### src/rtl/tick_countdown.sv
// tick_countdown: turns the slow clk_sys_in square wave into one-cycle ticks
// and runs a loadable countdown timer, counted in slow periods, on those ticks.
module tick_countdown #(
  parameter int SYNC_STAGES = 2,
  parameter int CNT_W = 8
) (
  input  logic             clk,
  input  logic             rst,
  input  logic             clk_sys_in,
  input  logic             load,
  input  logic [CNT_W-1:0] load_val,
  input  logic             start,
  input  logic             cancel,
  output logic             tick,
  output logic             busy,
  output logic [CNT_W-1:0] remaining,
  output logic             expired,
  output logic             done
);
  typedef enum logic [1:0] {IDLE, RUN, EXPIRED} state_t;
  localparam logic [CNT_W-1:0] ONE = CNT_W'(1);
  state_t state, state_n;
  logic [SYNC_STAGES-1:0] sync;
  logic prev, edge_p, done_n;
  logic [CNT_W-1:0] rem_n, eff;
  // The timer acts on the same edge that raises tick, so tick, done and the last decrement line up.
  assign edge_p = sync[SYNC_STAGES-1] & ~prev;
  assign eff = load ? load_val : remaining;
  assign busy = state == RUN;
  assign expired = state == EXPIRED;
  always_ff @(posedge clk) begin
    if (rst) begin
      sync <= '0;
      prev <= 1'b0;
      tick <= 1'b0;
      remaining <= '0;
      done <= 1'b0;
      state <= IDLE;
    end else begin
      sync <= {sync[SYNC_STAGES-2:0], clk_sys_in};
      prev <= sync[SYNC_STAGES-1];
      tick <= edge_p;
      remaining <= rem_n;
      done <= done_n;
      state <= state_n;
    end
  end
  always_comb begin
    state_n = state;
    rem_n = remaining;
    done_n = 1'b0;
    case (state)
      IDLE: if (!cancel) begin
        rem_n = eff;
        if (start) begin
          state_n = (eff == '0) ? EXPIRED : RUN;
          done_n = eff == '0;
        end
      end
      RUN: if (cancel) state_n = IDLE;
      else if (edge_p) begin
        rem_n = (remaining > ONE) ? remaining - ONE : '0;
        state_n = (remaining > ONE) ? RUN : EXPIRED;
        done_n = remaining <= ONE;
      end
      EXPIRED: if (cancel) state_n = IDLE;
      else if (load) begin
        rem_n = load_val;
        state_n = IDLE;
      end else done_n = start;
      default: state_n = IDLE;
    endcase
  end
endmodule

### config.mk
export PLATFORM = sky130hd
export DESIGN_NAME = tick_countdown
export DESIGN_NICKNAME = d
export VERILOG_FILES = /design/src/rtl/tick_countdown.sv
export SDC_FILE = /design/constraint.sdc
export NUM_CORES = 1
export LEC_CHECK = 0
export CAP_MARGIN = 20
export CORE_UTILIZATION = 52
export DETAILED_ROUTE_END_ITERATION = 12
export PLACE_DENSITY = 0.8
export SETUP_SLACK_MARGIN = 0.05
export SLEW_MARGIN = 20
export SYNTH_ARGS = -nofsm -noshare
export SYNTH_HDL_FRONTEND = slang
export SYNTH_SLANG_ARGS = --single-unit
### constraint.sdc
create_clock -name clk -period 5.8 [get_ports clk]
set_input_delay 0.87 -clock clk [delete_from_list [all_inputs] [get_ports clk]]
set_output_delay 0.87 -clock clk [all_outputs]
set_load 0.005 [all_outputs]
# Yosys cells after proc, flatten, opt, wreduce, memory -nomap -nowiden
# Index checks and enable logic that the tools add are counted.
# classes
n_addsub	1
n_lt_le_gt_ge	2
n_eq_ne	9
muxes	22
n_bitwise	2
n_reduce_logical	6
# ops
operator	n
2-to-1 mux 8 bit	5
2-to-1 mux 2 bit	8
one-hot mux 8 bit (2 select lines)	1
> comparator 8 x 1 -> 1 bit (second input constant)	1
<= comparator 8 x 1 -> 1 bit (second input constant)	1
logical NOT 8 bit	1
!= test 2 bit (second input constant)	4
AND reduction 4 bit	2
subtractor 8 x 1 -> 8 bit (second input constant)	1
2-to-1 mux 1 bit	6
one-hot mux 2 bit (3 select lines)	1
!= test 3 x 2 -> 1 bit (second input constant)	1
!= test 3 bit (second input constant)	1
one-hot mux 1 bit (3 select lines)	1
== test 2 x 1 -> 1 bit (second input constant)	1
== test 2 bit (second input constant)	1
logical NOT 2 bit	1
!= test 2 x 1 -> 1 bit (second input constant)	1
nonzero test 2 bit	1
OR reduction 2 bit	1
AND 1 bit	1
NOT 1 bit	1
# word_totals
ff_bits	15
inputBits	14
out_inout_bits	12
word_cells	48

# Logic depth before layout (Yosys ltp)
# Gate-level depths: netlist (run 1).
# logic_depth
depth_word	6
ltp_mapped	6
ltp_nobuf	6

# Least setup slack after synthesis (run 1)
# OpenSTA, ideal clock, no wires.
# synth_path
path_type	register to register
startpoint	register remaining[2]
endpoint	register remaining[3]
setup_time_ps	117
arrival_ps	1843
t_required_ps	5683
setup_slack_ps	3840
stages_incl_launch_ff	7
n_path_buf	2
path_cell_list	dfxtp_1 -> buf_6 -> or4_4 -> buf_6 -> o41ai_4 -> o21ai_1 -> a32o_1
# synth_via
elab_chain_cells	5
# synth_rtl
item	line	text
from (decl)	16	output logic [CNT_W-1:0] remaining,
from (signal assigned)	43	remaining <= rem_n;
subtractor 8 x 1 -> 8 bit / > comparator 8 x 1 -> 1 bit (equally long branches)	62	rem_n = (remaining > ONE) ? remaining - ONE : '0;
2-to-1 mux 8 bit (*)	62	
2-to-1 mux 8 bit (*)	61	else if (edge_p) begin
2-to-1 mux 8 bit (*)	60	RUN: if (cancel) state_n = IDLE;
one-hot mux 8 bit (2 select lines) (*)	52	case (state)
# Mark *: on every way between the ends. The rest lies on a longest branch, timed or not. The select of a mux whose other input is x is not followed.
# A chain may end at the register's enable or synchronous reset.

# Worst setup path in the final report (run 1)
# layout_path
startpoint	register state[0]
endpoint	output busy
# layout_via
elab_chain_cells	1
# layout_rtl
item	line	text
from (decl)	22	state_t state, state_n;
from (signal assigned)	45	state <= state_n;
== test 2 x 1 -> 1 bit	29	assign busy = state == RUN;
to (decl)	15	output logic busy,
# No other way between the ends.

==> out/summary.txt, run 1 <==
status = finished clean
Pleak = 0.492 nW
area leader, netlist = dfxtp_1
peak supply drop = 0.134 mV
share of cells above drive strength 1 = 0.0685
cts bufs inserted = 3
EDFF count, synth = 0
Final min period = 2.81 ns
post-cts resize count = 0
top_reg_cell synth = dfxtp_1
full die area = 2190 um2
dpl hpwl = 2030 um
most common library cells after synthesis = dfxtp_1 (15), nor2_1 (15), inv_1 (7), mux2i_1 (7), nor2b_1 (7)
WL/cell = 16.0 um
Ys Warns = 0
crit path launch type = register
post-layout power = 0.000276 W
initial core utilization = 0.580
WP data arrival = 1.94 ns
vias in the first global route = 925
busiest grt layer = met2
met1 GRT Util = 0.356
dpl cell area = 1280 um2
Tot GR Track Use = 0.279
relative slew slack = 0.389
Post-Syn Area = 1040 um2
Clock Latency Late Sink = 0.30 ns
Syn Area/Cell = 8.29 um2
WP data required = 4.93 ns
Vias/cell = 6.16
CP Capture Type = output pin
DRC Markers = 0
die height = 46.8 um
pwr/cell area = 212 nW/um2
met3 Track Usage GR = 0.0538
gpl congestion = 0.929
final instance area = 1310 um2
Synth Area in XOR/XNOR = 0
maximum fanout along the worst path = 28
Fin. Hold Viols = 0
TritonCTS clock tree = yes
Synth Area in Compound Gates = 0.303
drt first pass iters = 4
Total Wirelength = 2730 um
final setup violating endpoints = 0
async set or reset register ratio after synthesis = 0
Tcrit/Tclk final = 0.485
clk buf depth = 2
worst hold path class = register to register
post-synth top area share = 0.287
io pins = 26
CTS Hold Bufs = 0
hold slack = 0.463 ns
clock skew = 0.00471 ns
Synth Area in Adders = 0.0240
cell count after synthesis = 126
CTS Sinks = 15
worst slew pin tran = 0.915 ns
# H-tree levels = 1
GRT met2 Usage = 0.453
Clock Root Buffer = clkbuf_4
DR iter-0 viols = 64
simple-gate share of the synthesized area = 0.247
R2R depth = 4
clock transition at the registers of the reported paths = 0.10 ns
Yosys reg bits = 15
synthesized net count = 142
post-CTS setup buffer count = 0
R2R Setup Slk = 3.72 ns
NumNets Final = 163
hold depth = 1
dpl cells = 167
sequential area share after synthesis = 0.287
Synth cell types = 39
Final Max Slew Viols = 0
setup tns final = 0 ns
max_cap viols = 0
core box area = 1800 um2
initial antenna violation count = 0
multiplexer share of the synthesized area = 0.0671
fmax = 0.355 GHz
main area contributors after synthesis = dfxtp_1 (29%), mux2i_1 (6.7%), nor2_1 (5.4%), nor2b_1 (4.2%), a211oi_1 (3.6%)
largest net degree at the start of global routing = 29
DR vias = 1,054
first-pass GRT wire length = 4220 um
Post-DRT Antenna Nets = 0
ANT cells = 0
Buffers on Ports = 25
Die Width = 46.8 um
# rows = 15
Layout Cells excl Fill = 171
total grt overflow = 0
unrepaired setup endpoints after global routing = no
Layout area overhead = 24.9%
largest family of logic cells by synthesized area = compound AO/OA/AOI/OAI gates
Setup Crit Path Kind = register to output pin
-- cell families after synthesis --
family                   after synthesis
flip-flops                            15
buffers and inverters                 16
multiplexers                           7
AND/OR/NAND/NOR                       47
adder cells (fa/ha/maj)                2
AO/OA/AOI/OAI                         39
-- flip-flops by register name, summed over array words and instances, names as in the netlist --
| signal | flops |
|---|---|
| remaining | 8 |
| done | 1 |
| state | 2 |
| tick | 1 |
| sync | 2 |
| prev | 1 |
-- critical path, cell delays in order (launching register included) --
cell	delay, ns
dfxtp_1	0.93
nor2b_1	0.21
clkdlybuf4s50_1	0.50
-- through the flow --
step / setup slack [ns] / util
finish: 2.99 / 0.724
global route: 2.84 / 0.724
CTS: 2.98 / 0.724
detailed placement: 3.23 / 0.709
global placement: 3.29 / 0.709
floorplan: 3.84 / -
-- cells in the final DEF, fill, tap and decap left out, types with 2 or more instances in the layout --
| master | count |
|---|---|
| nor2b_1 | 7 |
| nand3_1 | 5 |
| clkdlybuf4s50_1 | 25 |
| a211oi_1 | 5 |
| nor3_1 | 3 |
| a31oi_1 | 2 |
| a21oi_1 | 6 |
| nor4_1 | 4 |
| mux2i_1 | 7 |
| a22o_1 | 2 |
| o21ai_1 | 3 |
| inv_1 | 7 |
| nor2_1 | 15 |
| or2_2 | 2 |
| clkbuf_4 | 3 |
| a32o_1 | 3 |
| o221a_1 | 2 |
| o32ai_1 | 3 |
| ha_1 | 2 |
| o22ai_1 | 2 |
| a211o_1 | 2 |
| nand2_1 | 5 |
| dfxtp_1 | 15 |
-- final timing paths --
| kind | end | start |
|---|---|---|
| worst max-delay path | busy | state[0] |
| worst min register to register | sync[1] | sync[0] |
| worst max register to register | remaining[4] | remaining[2] |
| worst min-delay path | sync[1] | sync[0] |
-- power breakdown --
part / leakage [nW] / switching (W) / internal (W)
clock: 0.0177 / 0.0000394 / 0.0000257
combinational: 0.351 / 0.0000446 / 0.0000448
sequential: 0.123 / 0.0000130 / 0.000109
total: 0.492 / 0.0000969 / 0.000179
-- cell type report --
class                      count  area [um2]
sequential                    15         300
inverter                       7        26.3
clock inverter                 1        5.00
timing repair buffer          25         250
tap                           25        31.3
clock buffer                   3        22.5
fill                         170         497
multi-input combinational     95         669
-- layer usage --
metal / routed length (um) / share of wire / up-vias
met1: 1180 / 0.43 / 497
met5: 0 / 0 / -
met3: 156 / 0.057 / 4
li1: - / - / 517
met4: 29 / 0.011 / 0
met2: 1360 / 0.50 / 36
(Power assumes the default switching activity.)
==> run 2, diff against run 1 <==
--- a/config.mk
+++ b/config.mk
@@ -6,9 +6,9 @@
 export NUM_CORES = 1
 export LEC_CHECK = 0
 export CAP_MARGIN = 20
-export CORE_UTILIZATION = 52
+export CORE_UTILIZATION = 43
 export DETAILED_ROUTE_END_ITERATION = 12
-export PLACE_DENSITY = 0.8
+export PLACE_DENSITY = 0.7
 export SETUP_SLACK_MARGIN = 0.05
 export SLEW_MARGIN = 20
 export SYNTH_ARGS = -nofsm -noshare
==> constraint.sdc (replaced) <==
create_clock -name clk -period 2.3 [get_ports clk]
set_input_delay 0.345 -clock clk [delete_from_list [all_inputs] [get_ports clk]]
set_output_delay 0.345 -clock clk [all_outputs]
set_load 0.005 [all_outputs]
==> run 2 against run 1 <==
Total power grew to 2.5 times the previous value; critical path depth increased by 2; sequential share of layout area is 0.58 points lower; sequential power is 140% higher; clock-buffer cell count stayed put; largest power group unchanged; flip-flop and latch count unchanged; worst setup slack got worse by 2.7 ns; hold slack got worse by 0.0074 ns.
==> out/summary.txt, run 2 (same netlist as run 1, synthesis figures left out) <==
status = finished clean
WL/cell = 15.6 um (-2.0%)
# rows = 17 (+2)
met3 Track Usage GR = 0.0446 (-0.00920)
Reg power frac = 0.425 (-0.016)
ANT cells = 0 (unchanged)
Setup WS pre-CTS = 0.324 ns (-2.90 ns)
Final min period = 2.02 ns
Vias/cell = 5.94 (-3.6%)
Layout area overhead = 28.1%
switching share of total power = 0.349 (-0.00152)
setup tns final = 0 ns (unchanged)
largest net degree at the start of global routing = 23 (-21%)
Buffers on Ports = 25 (unchanged)
biggest registers after layout = remaining: 8 flops, state: 2 flops, sync: 2 flops
full die area = 2630 um2 (+20%)
clock transition at the registers of the reported paths = 0.10 ns (about the same)
Clock Root Buffer = clkbuf_4
CP Capture Type = register
clock skew = 0.00712 ns (+0.00241 ns)
Post-DRT Antenna Nets = 0 (unchanged)
commonest non-fill, non-tap cells in the layout = clkdlybuf4s50_1 (25), nor2_1 (15), dfxtp_1 (15)
post-CTS setup buffer count = 0 (unchanged)
Total Wirelength = 2780 um (+2.0%)
unrepaired setup endpoints after global routing = no
maximum fanout along the worst path = 8 (-71%)
first-pass GRT wire length = 4540 um (+7.5%)
max reg flops = 8 (unchanged)
Clock Latency Late Sink = 0.30 ns (about the same)
WP data arrival = 2.22 ns (+0.28 ns)
Power Internal = 0.000457 W (+150%)
post-cts resize count = 0 (unchanged)
GRT met2 Usage = 0.344 (-0.108)
max_cap viols = 0 (unchanged)
fmax = 0.496 GHz
Tot GR Track Use = 0.234 (-0.0449)
worst slew pin tran = 0.477 ns (-0.438 ns)
total grt overflow = 0 (unchanged)
Pleak = 0.512 nW (+4.1%)
relative slew slack = 0.681 (+0.291)
DR iter-0 viols = 36 (-44%)
WP data required = 2.51 ns (-2.42 ns)
Fin. Hold Viols = 0 (unchanged)
Net Switching = 0.000245 W (+150%)
core box area = 2250 um2 (+25%)
share of cells above drive strength 1 = 0.0933 (+0.0248)
Clock power frac = 0.233 (-0.003)
post-layout power = 0.000702 W (+150%)
NumNets Final = 167 (+2.5%)
busiest grt layer = met2
initial core utilization = 0.463 (-0.116)
io pins = 26 (unchanged)
Die Width = 51.3 um (+9.5%)
PnR worst setup slack = 0.282 ns (-2.70 ns)
Comb power frac = 0.342 (+0.019)
CTS Sinks = 15 (unchanged)
die height = 51.3 um (+9.5%)
met1 GRT Util = 0.320 (-0.0369)
worst hold path class = register to register
peak supply drop = 0.352 mV (+160%)
DR vias = 1,058 (+0.38%)
DRC Markers = 0 (unchanged)
final setup violating endpoints = 0 (unchanged)
crit path launch type = register
drt first pass iters = 4 (unchanged)
largest reg by FF count = remaining
# H-tree levels = 1 (unchanged)
dpl hpwl = 2090 um (+2.6%)
CTS Hold Bufs = 0 (unchanged)
Setup Crit Path Kind = register to register
Final Max Slew Viols = 0 (unchanged)
vias in the first global route = 981 (+6.1%)
most common cell after layout, fill and taps aside = clkdlybuf4s50_1
Filler cells = 210 (+24%)
cts bufs inserted = 3 (unchanged)
TritonCTS clock tree = yes
initial antenna violation count = 0 (unchanged)
gpl congestion = 0.879 (-5.4%)
clk buf depth = 2 (unchanged)
post-layout util = 0.594 (-0.131)
Tcrit/Tclk final = 0.877
pwr/cell area = 525 nW/um2 (+150%)
-- run 2: cell count changes in the layout (fill, tap and decap cells not counted), sizes merged --
cell and change:
buf +4
-- run 2: area by class of cell --
type,instances,area [um2],area share
multi-input combinational,95,669,0.500
sequential,15,300,0.224
timing repair buffer,29,280,0.209
tap,28,35.0,0.0262
inverter,7,26.3,0.0196
clock buffer,3,22.5,0.0168
clock inverter,1,5.00,0.00374
-- run 2: worst paths after layout --
path | slack (ns) | from | to | cells after the start
worst min-delay path | 0.46 | sync[0] | sync[1] | 1
worst max register to register | 0.28 | remaining[3] | remaining[4] | 4
worst min register to register | 0.46 | sync[0] | sync[1] | 1
worst max-delay path | 0.28 | remaining[3] | remaining[4] | 4
-- run 2: metrics by stage --
stage | hold slack [ns] | cell area, um2 | instances
final | 0.456 | 1340 | 178
after global routing | 0.480 | 1340 | 178
after CTS | 0.458 | 1340 | 178
after detailed placement | 0.445 | 1310 | 174
after global placement | 0.429 | 1310 | 174
after floorplan | 0.414 | 1040 | 126
-- run 2: metal layers --
layer	up-vias	share of wire
li1	526	-
met1	475	0.46
met2	49	0.45
met3	8	0.064
met4	0	0.022
met5	-	0
-- run 2: power groups by stage --
| stage | Clock (W) | Combinational, W | Sequential, W |
|---|---|---|---|
| floorplan | 0 | 0.000167 | 0.000293 |
| global placement | 0 | 0.000236 | 0.000304 |
| detailed placement | 0 | 0.000236 | 0.000304 |
| CTS | 0.000164 | 0.000237 | 0.000298 |
| global route | 0.000174 | 0.000262 | 0.000302 |
| finish | 0.000164 | 0.000240 | 0.000298 |
-- run 2: critical path, cell delays in order (launching register included) --
cell and delay, ns:
dfxtp_1 0.40, or4_4 0.61, o41ai_4 0.50, o21ai_1 0.14, a32o_1 0.27
